==> src/rtl/uart_time_reporter.sv <==
// UART 8N1 transmitter that snapshots a packed time bus and sends "HH:MM:SS.CC" as ASCII digits.
// Define UART_TIME_CRLF_EN to terminate each line with CR LF (13 chars instead of 11).
module uart_time_reporter #(
  parameter int CLK_FREQ = 100_000_000,
  parameter int BAUD     = 9600
) (
  input  logic        clk,
  input  logic        reset,
  input  logic [23:0] i_time,
  input  logic        i_start,
  output logic        o_tx,
  output logic        o_busy,
  output logic        o_done
);

  localparam int BIT_CYCLES = CLK_FREQ / BAUD;
  localparam int CNT_W = (BIT_CYCLES > 1) ? $clog2(BIT_CYCLES) : 1;
  localparam logic [CNT_W-1:0] CNT_LAST = CNT_W'(BIT_CYCLES - 1);
`ifdef UART_TIME_CRLF_EN
  localparam logic [3:0] LAST_IDX = 4'd12;
`else
  localparam logic [3:0] LAST_IDX = 4'd10;
`endif

  typedef enum logic [1:0] {IDLE, START, DATA, STOP} state_t;

  state_t           state;
  logic [CNT_W-1:0] baud_cnt;
  logic [2:0]       bit_idx;
  logic [3:0]       char_idx;
  logic [23:0]      snap;
  logic [6:0]       cs_clamped;
  logic [7:0]       cur_char;

  function automatic logic [7:0] tens_ch(input logic [6:0] v);
    return 8'h30 + 8'(v / 7'd10);
  endfunction

  function automatic logic [7:0] ones_ch(input logic [6:0] v);
    return 8'h30 + 8'(v % 7'd10);
  endfunction

  // Only centiseconds can exceed two digits; hours/min/sec convert literally.
  assign cs_clamped = (snap[6:0] > 7'd99) ? 7'd99 : snap[6:0];

  always_comb begin
    cur_char = 8'h20;
    case (char_idx)
      4'd0:  cur_char = tens_ch({2'b00, snap[23:19]});
      4'd1:  cur_char = ones_ch({2'b00, snap[23:19]});
      4'd2:  cur_char = 8'h3A;
      4'd3:  cur_char = tens_ch({1'b0, snap[18:13]});
      4'd4:  cur_char = ones_ch({1'b0, snap[18:13]});
      4'd5:  cur_char = 8'h3A;
      4'd6:  cur_char = tens_ch({1'b0, snap[12:7]});
      4'd7:  cur_char = ones_ch({1'b0, snap[12:7]});
      4'd8:  cur_char = 8'h2E;
      4'd9:  cur_char = tens_ch(cs_clamped);
      4'd10: cur_char = ones_ch(cs_clamped);
`ifdef UART_TIME_CRLF_EN
      4'd11: cur_char = 8'h0D;
      4'd12: cur_char = 8'h0A;
`endif
      default: cur_char = 8'h20;
    endcase
  end

  always_ff @(posedge clk) begin
    if (reset) begin
      state    <= IDLE;
      o_tx     <= 1'b1;
      o_busy   <= 1'b0;
      o_done   <= 1'b0;
      baud_cnt <= '0;
      bit_idx  <= '0;
      char_idx <= '0;
      snap     <= '0;
    end else begin
      o_done <= 1'b0;
      case (state)
        IDLE: begin
          if (i_start) begin
            snap     <= i_time;
            char_idx <= '0;
            baud_cnt <= '0;
            bit_idx  <= '0;
            o_tx     <= 1'b0;
            o_busy   <= 1'b1;
            state    <= START;
          end
        end
        START: begin
          if (baud_cnt == CNT_LAST) begin
            baud_cnt <= '0;
            bit_idx  <= '0;
            o_tx     <= cur_char[0];
            state    <= DATA;
          end else begin
            baud_cnt <= baud_cnt + CNT_W'(1);
          end
        end
        DATA: begin
          if (baud_cnt == CNT_LAST) begin
            baud_cnt <= '0;
            if (bit_idx == 3'd7) begin
              o_tx  <= 1'b1;
              state <= STOP;
            end else begin
              bit_idx <= bit_idx + 3'd1;
              o_tx    <= cur_char[bit_idx + 3'd1];
            end
          end else begin
            baud_cnt <= baud_cnt + CNT_W'(1);
          end
        end
        STOP: begin
          if (baud_cnt == CNT_LAST) begin
            baud_cnt <= '0;
            if (char_idx == LAST_IDX) begin
              o_busy <= 1'b0;
              o_done <= 1'b1;
              state  <= IDLE;
            end else begin
              // Next start bit follows the stop bit directly, no idle gap.
              char_idx <= char_idx + 4'd1;
              o_tx     <= 1'b0;
              state    <= START;
            end
          end else begin
            baud_cnt <= baud_cnt + CNT_W'(1);
          end
        end
        default: state <= IDLE;
      endcase
    end
  end

endmodule
==> config.mk <==
export PLATFORM = sky130hd
export DESIGN_NAME = uart_time_reporter
export DESIGN_NICKNAME = d
export VERILOG_FILES = /design/src/rtl/uart_time_reporter.sv
export SDC_FILE = /design/constraint.sdc
export NUM_CORES = 1
export LEC_CHECK = 0
export CORE_ASPECT_RATIO = 1.25
export CORE_MARGIN = 2
export CORE_UTILIZATION = 30
export DETAILED_ROUTE_END_ITERATION = 12
export SLEW_MARGIN = 20
export SYNTH_ARGS = -nofsm -noshare
export SYNTH_HDL_FRONTEND = slang
export SYNTH_SLANG_ARGS = --single-unit
==> constraint.sdc <==
create_clock -name clk -period 5 [get_ports clk]
set_clock_uncertainty 0.2 [all_clocks]
set_input_delay 1.25 -clock clk [delete_from_list [all_inputs] [get_ports clk]]
set_output_delay 1.25 -clock clk [all_outputs]
set_load 0.005 [all_outputs]
Word level (Yosys, flattened, before mapping)
Cells that the tools add are included.

word-level totals
  bits of input ports = 27
  register bits after elaboration = 50
  output and inout port bits = 3

operators by class
  multiplexer cells = 35
  add/sub/neg operators = 11
  bitwise logic cells = 2
  $lt $le $gt $ge = 2
  equal/unequal tests = 23
  divide/modulo/power cells = 8
  reduce and logical (&&, ||, !) cells = 13

operators with widths
  operator                                               count
  case mux 8 bit (10 select lines)                       1
  adder 6 x 8 -> 8 bit (first input constant)            8
  2-to-1 mux 14 bit                                      2
  case mux 14 bit (2 select lines)                       1
  divider 6 x 4 -> 8 bit (second input constant)         2
  equality test 4 x 3 -> 1 bit (second input constant)   4
  remainder unit 6 x 4 -> 8 bit (second input constant)  2
  inequality test 2 bit (second input constant)          8
  AND reduction 5 bit                                    3
  adder 14 x 1 -> 14 bit (second input constant)         1
  equality test 14 bit (second input constant)           1
  equality test 4 bit (second input constant)            3
  2-to-1 mux 1 bit                                       12
  2-to-1 mux 3 bit                                       4
  2-to-1 mux 4 bit                                       3
  2-to-1 mux 2 bit                                       5
  case mux 3 bit (3 select lines)                        1
  divider 5 x 4 -> 8 bit (second input constant)         1
  divider 7 x 4 -> 8 bit (second input constant)         1
  equality test 4 x 2 -> 1 bit (second input constant)   2
  remainder unit 5 x 4 -> 8 bit (second input constant)  1
  remainder unit 7 x 4 -> 8 bit (second input constant)  1
  case mux 2 bit (4 select lines)                        1
  case mux 4 bit (2 select lines)                        1
  other kinds (21)                                       25

Logic depth before layout (Yosys ltp)
Gate-level depths: netlist of run 1.

  word-level depth = 10
  depth in mapped cells = 23
  gate-level depth less buffers = 22

Least setup slack after synthesis of run 1
OpenSTA, ideal clock, no wires.

  path type = reg-to-reg
  start point = register snap[6]
  end point = register o_tx
  stages on the path, launching flop included = 24
  buffers on the path = 2
  data required time = 4,731 ps
  setup time = 69 ps
  path slack = 86 ps
  arrival time = 4,646 ps
  clock period less this slack = 4,914 ps
  cell sequence = dfxtp_1 -> buf_2 -> buf_2 -> a21oi_1 -> ha_1 -> nor4b_2 -> a21o_1 -> inv_1 -> ha_1 -> a211oi_2 -> o211ai_1 -> a221oi_2 -> nor2_1 -> o211ai_1 -> o21ai_0 -> ha_1 -> inv_1 -> o21ai_0 -> a31oi_1 -> a221oi_2 -> or3b_4 -> o32ai_2 -> a211oi_1 -> o21ai_1

between the ends
  cells in the longest elaborated chain, start to end = 10
  elaborated cells on any way between the ends = 13
  classes of those cells = 2 x add/sub; 2 x div; 1 x order compare; 8 x mux

ends and longest elaborated chain
  element                                                                  line    source
  start: declaration                                                       31      logic [23:0] snap;
  start signal: assignment                                                 83      snap <= i_time;
  greater-than comparator 7 bit                                            44      assign cs_clamped = (snap[6:0] > 7'd99) ? 7'd99 : snap[6:0];
  2-to-1 mux 7 bit *                                                       44
  remainder unit 7 x 4 -> 8 bit or divider 7 x 4 -> 8 bit (tied branches)  40, 36
  adder 6 x 8 -> 8 bit (on tied branches)                                  40, 36
  case mux 8 bit (10 select lines) *                                       48      case (char_idx)
  binary-select mux 1 bit (select 3 bit)                                   110     o_tx <= cur_char[bit_idx + 3'd1];
  2-to-1 mux 1 bit (not written as such)                                   110
  2-to-1 mux 1 bit                                                         105     if (bit_idx == 3'd7) begin
  2-to-1 mux 1 bit                                                         103     if (baud_cnt == CNT_LAST) begin
  case mux 1 bit (4 select lines) *                                        80      case (state)
  end signal: assignment                                                   96      o_tx <= cur_char[0];
  end signal: assignment                                                   110
  end: declaration                                                         11      output logic o_tx,

Every way passes the cells marked *; elsewhere a longest branch is shown, timed or not. The select of a mux whose other input is x is not followed.
A chain may end at the register's enable or synchronous reset.

Final worst setup path of run 1
Same ends and word-level chain as after synthesis.

==> results.md, run 1 <==
* Most frequent cells after synthesis: nand2_1 (102), nor2_1 (75), a21oi_1 (67)
* # hold bufs at CTS at 0
* DRT iter0 DRCs at 264
* Hold Path Class: flip-flop to flip-flop
* Remaining global-route overflow at 0
* WP data arrival at 4580 ps
* GRT busiest layer: met2
* Die height at 144 um
* Avg Synthesized Cell Area at 6.91 sq um
* Core area at 15500 sq um
* RR Startpoint: snap[6]$_SDFFE_PP0P_
* RePlAce Congestion at 0.970
* Initial Util at 30.5%
* Setup slack at placement at 432 ps
* Root buffer cell: clkbuf_16
* Slew headroom at 31.7%
* First-pass GRT wire length at 22200 um
* TritonCTS Buffers at 5
* Critical Path Start Type: flip-flop
* Final ANT Viol Nets at 0
* Cell with the most instances after synthesis: nand2_1
* Netlist cell types at 84
* EDFF count, synth at 0
* Max Slew Vio Count at 0
* Net Count, Synth at 734
* Tmin final at 4540 ps
* FF-to-FF setup slack at 460 ps
* Initial antenna violation count at 0
* RSZ-0062 raised after global routing: no
* MaxCap Viol Count at 0
* Worst-skew pair later-pin latency at 300 ps
* Cell taking the most area after synthesis: dfxtp_1
* Critical Path Sink: o_tx$_SDFFE_PP1P_
* CP endpoint kind: flip-flop
* Setup TNS at 0 ps
* Vias post-DR at 5022
* Number of I/O port buffers at 29
* Cell Rows at 51
* Reg2reg end: o_tx$_SDFFE_PP1P_
* Met2 Resource Use GR at 28.5%
* Async S/R FF share, synth at 0%
* Top cell type's share of synthesized area at 21.2%
* Die W at 116 um
* Die area at 16800 sq um
* Leakage at 0.00191 uW
* Fmax at 220 MHz
* Worst-path clk slew at 70 ps
* GR Util met3 at 2.10%
* VDD IR max at 0.000171 V
* Number of inserted diodes at 0
* Count of final setup violators at 0
* I/O Pins at 30
* #FFs+latches synth at 50
* Vias per inst at 5.55
* Sink Count at 50
* Met1 Use GR at 18.7%
* Wire per inst at 14.7 um
* Clock tree buffer depth at 2
* CTS tree: yes
* Total power divided by cell area at 375 nW/um^2
* Netlist Area Pre-Place at 4730 sq um
* Remaining DRCs at 0
* Area Overhead vs Synth at 13.4%
* Largest net degree at the start of global routing at 48
* Worst-path fanout max at 8
* Post-synthesis sequential area ratio at 21.2%
* Final hold vios at 0
* Status: complete, no violations
* Post-synth top flop: dfxtp_1
* Syn. warnings at 0
* Worst r2r path cells at 21
* H-tree Lvls at 2
* Crit path from: snap[6]$_SDFFE_PP0P_
* Area contributors post-synth: dfxtp_1 (21%), nand2_1 (8.1%), a21oi_1 (7.1%)
* Synth Instances at 684
* Vias in the first global route at 4687
* 1st-pass router iterations at 5
* Final setup margin at 456 ps
* Worst-Margin Slew at 1020 ps
* WL final at 13300 um
* Crit share post-route at 90.9%
* Layout cell share with drive strength beyond 1 at 6.64%
* Hpwl dp at 9970 um
* WP data required at 5040 ps
* Net count, final at 742
* All-Layer GR Usage at 16.2%
* Setup Crit Path Kind: flip-flop to flip-flop
## how the worst min path moves through the flow
| stage | end | start | slack, ps | cells past startpoint |
|---|---|---|---|---|
| after floorplan | snap[13]$_SDFFE_PP0P_ | snap[13]$_SDFFE_PP0P_ | 240 | 2 |
| after global placement | snap[19]$_SDFFE_PP0P_ | snap[19]$_SDFFE_PP0P_ | 260 | 2 |
| after detailed placement | snap[19]$_SDFFE_PP0P_ | snap[19]$_SDFFE_PP0P_ | 270 | 2 |
| after CTS | snap[19]$_SDFFE_PP0P_ | snap[19]$_SDFFE_PP0P_ | 270 | 2 |
| after global routing | baud_cnt[13]$_SDFFE_PP0P_ | baud_cnt[13]$_SDFFE_PP0P_ | 320 | 1 |
| final | snap[19]$_SDFFE_PP0P_ | snap[19]$_SDFFE_PP0P_ | 280 | 2 |
## where the power goes
group | total, uW | internal (uW) | switching (uW)
logic | 1120 | 432 | 689
clock network | 345 | 186 | 159
registers | 545 | 454 | 90.8
## state kept, by name (all words and copies together), names as in the netlist
name	cells
o_busy	1
bit_idx	3
state	2
baud_cnt	14
char_idx	4
snap	24
o_done	1
o_tx	1
## repair_timing
item | 4_1_cts | 5_1_grt
endpoints found under the setup margin | 0 | 1
setup buffers | 0 | 0
hold endpoints to repair | 0 | 0
gates resized for setup | 0 | 1
## logic make-up after synthesis
family	synth area share, %
flops	21.2
xor+xnor	1.85
simple gates	30.9
compound gates	32.2
buf+inv	5.34
fa+ha+maj	6.51
mux	2.04
## worst max-delay path, cell delays in order, from the launching register on
cell and delay [ps]:
dfxtp_1 380, a21oi_1 220, ha_1 180, nor4b_2 230, a21o_1 200, inv_1 50, ha_1 180, a211oi_2 230
buf_4 190, a21boi_0 330, a221oi_2 110, nor2_1 230, o21ai_0 160, ha_1 230, inv_1 70, o21ai_0 80
a31oi_1 240, a221oi_2 100, or3b_4 420, o32ai_2 260, a211oi_1 80, o21ai_1 120
## area by class of cell
class,count,area (sq um)
clock inverters,3,21.3
flip-flops and latches,50,1000
multi-input cells,568,3480
clock buffers,5,125
well taps,212,265
fillers,1662,10100
inverters,26,97.6
repair buffers,41,375
## stage by stage
stage	hold slack, ps	util, %	instances	power, uW	cell area (sq um)
2_1_floorplan	236	-	684	1380	4730
3_3_place_gp	263	33.6	897	1670	5220
3_5_place_dp	266	33.6	897	1660	5220
4_1_cts	275	34.6	905	2010	5360
5_1_grt	322	34.6	905	2190	5360
6_report	279	34.6	905	2010	5360
## layer usage
metal	vias to the layer above	routed length [um]
met5	-	0
met4	0	636
met3	38	474
met2	127	6630
met1	2344	5550
li1	2513	-
## cell usage in the layout (no fill, tap or decap), drive strengths merged, types with 4 or more instances in the layout
master	n
a211oi	7
ha	23
and3	12
o221ai	4
xnor2	7
o21a	5
a311oi	5
a22oi	8
nor2b	14
nor3	17
nand3	21
o2111ai	4
nand4	6
clkbuf	5
nor4	6
nor3b	7
inv	24
nor2	76
clkdlybuf4s50	28
mux2i	7
o22ai	4
o21bai	4
a31oi	10
and2	7
nand2	102
a221oi	7
buf	13
nand2b	12
clkinv	4
dfxtp	50
o21ai	48
a21o	5
o211ai	9
a21oi	68
Power figures use the tool's default switching activity.
==> run 2, diff against run 1 <==
- ABC_AREA: not set -> 1
==> results.md, run 2 <==
* Status: complete, no violations
* All-Layer GR Usage at 14.2% (-1.9 points)
* Initial Util at 30.8% (+0.32 points)
* CP endpoint kind: flip-flop
* Netlist cell types at 44 (-48%)
* Clock tree buffer depth at 2 (unchanged)
* Mux share of post-synthesis cell area at 0% (-2.0 points)
* Net Count, Synth at 738 (+0.54%)
* Vias per inst at 4.75 (-14%)
* Register name with the most flops: snap
* Cell taking the most area after synthesis: dfxtp_1
* Reg2reg end: o_tx$_SDFFE_PP1P_
* Max Slew Vio Count at 0 (unchanged)
* First-pass GRT wire length at 18200 um (-18%)
* VDD IR max at 0.000215 V (+26%)
* Setup Crit Path Kind: flip-flop to flip-flop
* RSZ-0062 raised after global routing: no
* Top flop regs: snap: 24 flops, baud_cnt: 14 flops, char_idx: 4 flops
* Net count, final at 767 (+3.4%)
* Wire per inst at 11.6 um (-21%)
* Met1 WL at 4810 um (-13%)
* Tmin final at 4450 ps (-90.2 ps)
* Routed wl met2 at 5150 um (-22%)
* MaxCap Viol Count at 0 (unchanged)
* Worst r2r path cells at 40 (+90%)
* Avg Synthesized Cell Area at 6.19 sq um (-10%)
* Remaining DRCs at 0 (unchanged)
* Adder-Cell Fraction of Synth Area at 6.76% (+0.25 points)
* 1st-pass router iterations at 4 (-1)
* Core Util, Final at 35.7% (+1.1 points)
* Number of inserted diodes at 0 (unchanged)
* DR top layer: met4
* Final ANT Viol Nets at 0 (unchanged)
* #FFs+latches synth at 50 (unchanged)
* CTS tree: yes
* Fillers at 1552 (-6.6%)
* Sink Count at 50 (unchanged)
* H-tree Lvls at 2 (unchanged)
* EDFF count, synth at 0 (unchanged)
* Hpwl dp at 8230 um (-17%)
* Leakage at 0.00216 uW (+13%)
* Worst-path fanout max at 5 (-3)
* Final non-filler cell total at 893 (-1.3%)
* Worst-Margin Slew at 797 ps (-223 ps)
* Area Overhead vs Synth at 15.7%
* Root buffer cell: clkbuf_16
* Met3 routed WL at 236 um (-50%)
* Crit path from: snap[3]$_SDFFE_PP0P_
* Placed cells at 883 (-1.6%)
* Setup TNS at 0 ps (unchanged)
* TritonCTS Buffers at 5 (unchanged)
* Area contributors post-synth: dfxtp_1 (24%), nand2_1 (11%), inv_1 (10%)
* Final hold vios at 0 (unchanged)
* Slew headroom at 46.6% (+15 points)
* Syn. warnings at 0 (unchanged)
* Main combinational cell family by area after synthesis: simple AND/OR/NAND/NOR gates
* Crit share post-route at 89.1% (-1.8 points)
* Max reg flops at 24 (unchanged)
* Commonest cells after routing, fill and taps aside: nand2_1 (126), inv_1 (117), nor2_1 (86)
* Fmax at 225 MHz (+2.0%)
* Vias post-DR at 4244 (-15%)
* Critical Path Start Type: flip-flop
* Synth Instances at 688 (+0.58%)
* RR Startpoint: snap[3]$_SDFFE_PP0P_
* WL final at 10400 um (-22%)
* I/O Pins at 30 (unchanged)
* Post-synthesis simple-gate area fraction at 34.5% (+3.6 points)
* Cell with the most instances after synthesis: nand2_1
* # hold bufs at CTS at 0 (unchanged)
* Most used cell, CP: nand2_1
* Core area at 13800 sq um (-11%)
* Die area at 15200 sq um (-9.7%)
* Hold Path Class: flip-flop to flip-flop
* Worst-path clk slew at 70 ps (about the same)
* Worst Hold Depth at 2 (unchanged)
* Count of final setup violators at 0 (unchanged)
* Worst-skew pair later-pin latency at 300 ps (about the same)
* Cell Rows at 48 (-5.9%)
* Hold worst-path end: bit_idx[2]$_SDFFE_PP0P_
* Post-synthesis sequential area ratio at 23.5% (+2.3 points)
* Die height at 137 um (-5.0%)
* Crit path largest cell delay at 340 ps (-80 ps)
* XOR/XNOR share of the synthesized area at 1.23% (-0.62 points)
* Total power divided by cell area at 530 nW/um^2 (+41%)
* Crit-path slowest cell: dfxtp_1
* Async S/R FF share, synth at 0% (unchanged)
* Remaining global-route overflow at 0 (unchanged)
* WP data arrival at 4440 ps (-140 ps)
* Post-synth top flop: dfxtp_1
* Complex-gate fraction of the synthesized area at 21.8% (-10 points)
* Initial antenna violation count at 0 (unchanged)
* Netlist Area Pre-Place at 4260 sq um (-10%)
* FF-to-FF setup slack at 550 ps (+90 ps)
* Multi-input gate area at 2740 sq um (-21%)
* Hold Crit Start: bit_idx[2]$_SDFFE_PP0P_
* Commonest non-fill, non-tap cell in the layout: nand2_1
* Die W at 111 um (-4.9%)
* Storage cell area at 1000 sq um (-0.12%)
* Layout cell share with drive strength beyond 1 at 7.94% (+1.3 points)
* Vias in the first global route at 4109 (-12%)
* Most frequent cells after synthesis: nand2_1 (126), inv_1 (117), nor2_1 (86)
* DRT iter0 DRCs at 144 (-45%)
* RePlAce Congestion at 0.844 (-13%)
* Top cell type's share of synthesized area at 23.5% (+2.3 points)
* Largest net degree at the start of global routing at 42 (-13%)
* Number of I/O port buffers at 29 (unchanged)
* WP data required at 4990 ps (-50 ps)
run 2: cell count changes after synthesis, sizes merged, moves of 12 or more:
cell	change
clkbuf	-25
nand2b	-12
nand2	+42
nor2b	-14
nand3	+23
inv	+100
nor2	+14
o21ai	+14
run 2: cell type report:
class | count | share of cell area, %
sequential | 50 | 20.3
clock inverter | 3 | 0.889
timing repair buffer | 34 | 6.65
inverter | 126 | 9.60
tap | 175 | 4.44
clock buffer | 5 | 2.54
multi-input combinational | 500 | 55.6
run 2: stage by stage:
step           worst slack, ps  cell area [sq um]  total power (uW)  hold WS [ps]
3_3_place_gp               600               4740              2210           264
3_5_place_dp               464               4740              2210           263
5_1_grt                   5.64               4930              2880           299
4_1_cts                    452               4910              2620           273
2_1_floorplan              886               4260              1880           247
6_report                   546               4930              2610           270
run 2: worst max-delay path, delay by kind of cell, from the launching register on:
family	cells	cell delay [ps]
AND/OR/NAND/NOR	31	2690
XOR/XNOR	1	170
AO/OA/AOI/OAI	1	150
flip-flops	1	340
adder cells (fa/ha/maj)	3	520
buffers and inverters	4	280
run 2: kinds of logic after synthesis:
group / Yosys count
xor+xnor: 6
fa+ha+maj: 23
flops: 50
compound gates: 157
buf+inv: 138
simple gates: 314
run 2: power by group:
group | internal [uW] | total [uW] | switching, uW | leakage (uW)
Sequential | 473 | 531 | 57.6 | 0.000410
Combinational | 558 | 1690 | 1130 | 0.00166
Clock | 237 | 394 | 156 | 0.0000842
run 2: how the worst max path moves through the flow:
stage | slack, ps | endpoint | cells past startpoint
2_1_floorplan | 890 | o_tx$_SDFFE_PP1P_ | 43
3_3_place_gp | 600 | o_tx$_SDFFE_PP1P_ | 43
3_5_place_dp | 460 | o_tx$_SDFFE_PP1P_ | 43
4_1_cts | 450 | o_tx$_SDFFE_PP1P_ | 43
5_1_grt | 6 | o_tx$_SDFFE_PP1P_ | 40
6_report | 550 | o_tx$_SDFFE_PP1P_ | 40
run 2: what timing repair did:
item	CTS	global route
setup endpoints to repair	0	1
gates resized for setup	0	1
buffers inserted	0	2
run 2: routing by layer:
layer,track usage [%],up-vias
met4,5.00,0
met3,1.50,8
met2,27.0,39
met5,0,-
li1,-,2310
met1,16.6,1887
